===== src/rtl/stream_pkg.sv =====
// Shared stream-arbitration types and a reusable rotate-priority search.
package stream_pkg;

  typedef enum logic {ARB_IDLE, ARB_LOCKED} arb_state_t;

  // Widest request vector accepted by rr_search.
  localparam int RR_MAX_N = 32;

  // Index of the first set request at or after ptr, wrapping mod n.
  // Returns ptr when no request is set, so callers gate on |req.
  function automatic int rr_search(input logic [RR_MAX_N-1:0] req,
                                   input int n, input int ptr);
    int idx;
    int res;
    res = ptr;
    for (int i = RR_MAX_N - 1; i >= 0; i--) begin
      if (i < n) begin
        idx = ptr + i;
        if (idx >= n) idx = idx - n;
        if (req[idx]) res = idx;
      end
    end
    return res;
  endfunction

endpackage


===== src/rtl/stream_rr_pick.sv =====
// Combinational round-robin pick: first request at or after ptr, wrapping.
module rr_pick #(
  parameter int N   = 4,
  parameter int IDW = (N > 1) ? $clog2(N) : 1
) (
  input  logic [N-1:0]   req,
  input  logic [IDW-1:0] ptr,
  output logic           any,
  output logic [IDW-1:0] win
);

  logic [2*N-1:0] req_dbl;
  logic [N-1:0]   req_rot;
  logic [IDW-1:0] off;
  logic [IDW:0]   sum;

  // Doubling the vector turns the wrap-around rotate into a plain shift.
  assign req_dbl = {req, req};
  assign req_rot = N'(req_dbl >> ptr);
  assign any     = |req;

  // Priority-encode the rotated vector, then undo the rotation mod N.
  always_comb begin
    off = '0;
    for (int i = N - 1; i >= 0; i--) begin
      if (req_rot[i]) off = IDW'(i);
    end
    sum = {1'b0, ptr} + {1'b0, off};
    if (int'(sum) >= N) win = IDW'(int'(sum) - N);
    else                win = sum[IDW-1:0];
  end

endmodule


===== src/rtl/stream_rr_arb.sv =====
// Packet-aware round-robin stream arbiter with a registered output stage.
module stream_rr_arb
  import stream_pkg::*;
#(
  parameter int  N     = 4,
  parameter int  WIDTH = 32,
  localparam int IDW   = (N > 1) ? $clog2(N) : 1
) (
  input  logic               clk,
  input  logic               rst,
  input  logic [N-1:0]       i_vld,
  output logic [N-1:0]       o_rdy,
  input  logic [N*WIDTH-1:0] i_data,
  input  logic [N-1:0]       i_last,
  output logic               o_vld,
  input  logic               i_rdy,
  output logic [WIDTH-1:0]   o_data,
  output logic               o_last,
  output logic [IDW-1:0]     o_id
);

  localparam logic [IDW-1:0] LAST_IDX = IDW'(N - 1);

  arb_state_t       state, state_nxt;
  logic [IDW-1:0]   ptr, ptr_nxt, gnt, gnt_nxt, win;
  logic             any_req, can_acc, in_xfer, sel_vld, sel_last;
  logic [WIDTH-1:0] sel_data;
  logic             vld_p1, last_p1;
  logic [WIDTH-1:0] data_p1;
  logic [IDW-1:0]   id_p1;

  rr_pick #(.N(N), .IDW(IDW)) u_pick (
    .req (i_vld),
    .ptr (ptr),
    .any (any_req),
    .win (win)
  );

  assign can_acc = !vld_p1 || i_rdy;
  assign in_xfer = (state == ARB_LOCKED) && sel_vld && can_acc;

  // Steer the granted requester's beat onto the stage input.
  always_comb begin
    sel_vld  = 1'b0;
    sel_last = 1'b0;
    sel_data = '0;
    for (int k = 0; k < N; k++) begin
      if (gnt == IDW'(k)) begin
        sel_vld  = i_vld[k];
        sel_last = i_last[k];
        sel_data = i_data[k*WIDTH +: WIDTH];
      end
    end
  end

  // Ready only to the granted requester; never a function of i_vld.
  always_comb begin
    o_rdy = '0;
    for (int k = 0; k < N; k++) begin
      o_rdy[k] = !rst && (state == ARB_LOCKED) && (gnt == IDW'(k)) && can_acc;
    end
  end

  // Next state: arbitrate while idle, release the lock after the last beat.
  always_comb begin
    state_nxt = state;
    gnt_nxt   = gnt;
    ptr_nxt   = ptr;
    case (state)
      ARB_IDLE: begin
        if (any_req) begin
          gnt_nxt   = win;
          state_nxt = ARB_LOCKED;
        end
      end
      ARB_LOCKED: begin
        if (in_xfer && sel_last) begin
          ptr_nxt   = (gnt == LAST_IDX) ? '0 : gnt + 1'b1;
          state_nxt = ARB_IDLE;
        end
      end
      default: state_nxt = ARB_IDLE;
    endcase
  end

  // Arbitration state register.
  always_ff @(posedge clk) begin
    if (rst) begin
      state <= ARB_IDLE;
      ptr   <= '0;
      gnt   <= '0;
    end else begin
      state <= state_nxt;
      ptr   <= ptr_nxt;
      gnt   <= gnt_nxt;
    end
  end

  // Output stage p1: load on input transfer, drain when downstream takes it.
  always_ff @(posedge clk) begin
    if (rst) begin
      vld_p1  <= 1'b0;
      data_p1 <= '0;
      last_p1 <= 1'b0;
      id_p1   <= '0;
    end else if (in_xfer) begin
      vld_p1  <= 1'b1;
      data_p1 <= sel_data;
      last_p1 <= sel_last;
      id_p1   <= gnt;
    end else if (i_rdy) begin
      vld_p1  <= 1'b0;
    end
  end

  assign o_vld  = vld_p1;
  assign o_data = data_p1;
  assign o_last = last_p1;
  assign o_id   = id_p1;

endmodule


===== config.mk =====
export PLATFORM = sky130hd
export DESIGN_NAME = stream_rr_arb
export DESIGN_NICKNAME = d
export VERILOG_FILES = /design/src/rtl/stream_pkg.sv /design/src/rtl/stream_rr_pick.sv /design/src/rtl/stream_rr_arb.sv
export SDC_FILE = /design/constraint.sdc
export NUM_CORES = 1
export LEC_CHECK = 0
export BUFFER_PORTS_ARGS = -buffer_cell sky130_fd_sc_hd__buf_2
export CAP_MARGIN = 20
export CORE_ASPECT_RATIO = 1.5
export CORE_MARGIN = 4
export CORE_UTILIZATION = 44
export DETAILED_ROUTE_END_ITERATION = 12
export PLACE_DENSITY = 0.82
export SYNTH_ARGS = -nofsm -noshare
export SYNTH_HDL_FRONTEND = slang
export SYNTH_SLANG_ARGS = --single-unit

===== constraint.sdc =====
create_clock -name clk -period 2.2 [get_ports clk]
set_input_delay 0.22 -clock clk [delete_from_list [all_inputs] [get_ports clk]]
set_output_delay 0.22 -clock clk [all_outputs]
set_load 0.01 [all_outputs]

==> results_dict.tcl <==
set metrics [dict create \
    status "finished clean" \
    ys.flop_type "dfxtp_1" \
    antenna_cells 0 \
    drv_slew 0 \
    wl_per_cell_um 16.6 \
    routed_via_density 5.77 \
    max-slew-margin-rel 0.591 \
    route.antenna.remaining_nets 0 \
    cts_tree "built" \
    vdd_ir_drop_max_mv 0.418 \
    area_growth_pct 38.1 \
    gp_congestion 0.852 \
    grt_pass1_vias 3086 \
    die_y_um 107 \
    finClkSkew_ns 0.00882 \
    cap_violations 0 \
    synth_fp_nets 491 \
    hold_buffers 0 \
    drive_above_1_share 0.525 \
    finalSetupTns_ns 0 \
    fillers 533 \
    hold_viol 0 \
    synth_top_cell_by_area "dfxtp_1" \
    cts_buffer_depth 2 \
    first_pass_iters 5 \
    setup_violations 0 \
    nNetsFinal 657 \
    synth.yosys.seq_area_share 0.284 \
    rows 35 \
    synth.top_cell.area_share 0.284 \
    fmax_mhz 491 \
    grt_use_total 0.229 \
    htreeDepth 2 \
    postSynthCellCount 347 \
    port_buffers 178 \
    synth-edff-count 0 \
    clockRootBuffer "clkbuf_8" \
    drtIter0Drc 207 \
    ys_ff_latch 41 \
    dpl_cell_area_um2 3830 \
    cp.arrival_ns 2.19 \
    grt-ovfl-total 0 \
    hpwlAfterDp_um 7280 \
    antenna_found_initial 0 \
    drc 0 \
    endpoint_kind "flop" \
    chipWidth_um 74.2 \
    cp_max_fo 20 \
    grt_max_degree 42 \
    clock_latency_ns 0.29 \
    ys_top_cells_by_count "75 x nor2_1, 41 x dfxtp_1, 37 x nor3_1, 32 x a221oi_1, 28 x nor3_2" \
    final_core_util 0.638 \
    required_ns 2.35 \
    cts_sinks 41 \
    rsz0062_at_grt "no" \
    core-area_um2 6260 \
    io_pins 179 \
    start_util 0.462 \
    avgSynthCellArea_um2 8.33 \
    synthTopCellsByArea "dfxtp_1 28%, a211oi_2 11%, nor2_1 9.7%" \
    vias 3392 \
    drt-total-wl_um 9790 \
    syn_area_um2 2890 \
    power.total_uw 2830 \
    leakage_uw 0.00178 \
    final_cell_area_um2 3990 \
    power_density_nw_per_um2 708 \
    synth.most_common_cell "nor2_1" \
    yosys_warnings 0 \
    hold_class "in -> reg" \
    period_share 0.926 \
    timing.hold.ws_ns 0.244 \
    die_area_um2 7960 \
    ys_async_sr_fraction 0 \
    synth_cell_type_count 41 \
    grt_pass1_wl_um 14500 \
    cts_buffers 5 \
    tightest_slew_ns 0.613 \
    min_period_ns 2.04 \
    path_class "reg -> reg" \
    start_kind "flop" \
    clk_pin_slew_worst_paths_ns 0.08 \
]
-- per-stage QoR --
stage	instances	setup slack, ns
6_report	588	0.162
5_1_grt	588	0.0359
4_1_cts	587	0.0153
3_5_place_dp	579	0.0374
3_3_place_gp	579	0.140
2_1_floorplan	347	0.282
-- worst max-delay path, stage by stage (launching register included) --
cell and delay, ns:
dfxtp_1 0.39, buf_4 0.16, ha_4 0.19, nor2_1 0.08, a221oi_4 0.34, nand3_4 0.19, buf_12 0.21, a211oi_2 0.25
nor3_2 0.07
-- registers in the layout (all words and copies together), names as in the netlist --
register,flops
gnt,2
o_data,32
o_id,2
o_last,1
o_vld,1
ptr,2
state,1
-- cell usage in the layout (no fill, tap or decap), types with 3 or more instances in the layout --
master and n:
nand2_1 8, nand2b_1 3, dfxtp_1 41, buf_4 13, a221oi_1 31, a211oi_1 7, buf_12 3, inv_1 7
and2_1 5, a211oi_2 26, a21oi_1 8, buf_2 178, nor3_2 28, nor3_1 37, nor2_1 75, clkbuf_8 6
ha_1 3
-- repair_timing --
action                                  in CTS  in global routing
hold endpoints to repair                     0                  0
gates resized for setup                      0                  7
buffers inserted                             0                  1
endpoints found under the setup margin       0                 35
-- per-layer routing --
metal | part of all wire | up-vias | GRT usage | wire length (um)
li1 | - | 1611 | - | -
met1 | 0.36 | 1562 | 0.262 | 3550
met5 | 0 | - | 0 | 0
met3 | 0.078 | 32 | 0.0411 | 765
met4 | 0.029 | 0 | 0.0674 | 281
met2 | 0.53 | 187 | 0.419 | 5190
-- report_power, final --
part | internal, uW | switching (uW) | total (uW)
Clock | 370 | 268 | 638
Combinational | 561 | 720 | 1280
Sequential | 846 | 62.2 | 909
Total | 1780 | 1050 | 2830
-- layout make-up --
class	count	area (um^2)	area share
Tap cell	74	92.6	0.0232
Clock inverter	1	30.0	0.00752
Sequential cell	41	821	0.206
Clock buffer	7	86.3	0.0216
Inverter	8	30.0	0.00752
Multi-Input combinational cell	261	1860	0.466
Timing Repair Buffer	196	1070	0.268
-- path summary, 6_finish.rpt --
kind	startpoint	end	slack (ns)	depth (start not counted)
hold reg to reg	o_last	o_last	0.46	2
setup / recovery	gnt[0]	o_data[31]	0.16	8
hold / removal	i_data[122]	o_data[26]	0.24	3
setup reg to reg	gnt[0]	o_data[31]	0.16	8
-- cell families (layout without fill, tap and decap cells) --
family | after synthesis | after routing | share of synthesized area
compound gates | 86 | 86 | 0.287
buf+inv | 45 | 212 | 0.0831
simple gates | 166 | 166 | 0.312
mux | 2 | 2 | 0.00693
flops | 41 | 41 | 0.284
xor+xnor | 2 | 2 | 0.00606
fa+ha+maj | 5 | 5 | 0.0216
Note: power is estimated with default switching activity, not from simulation.
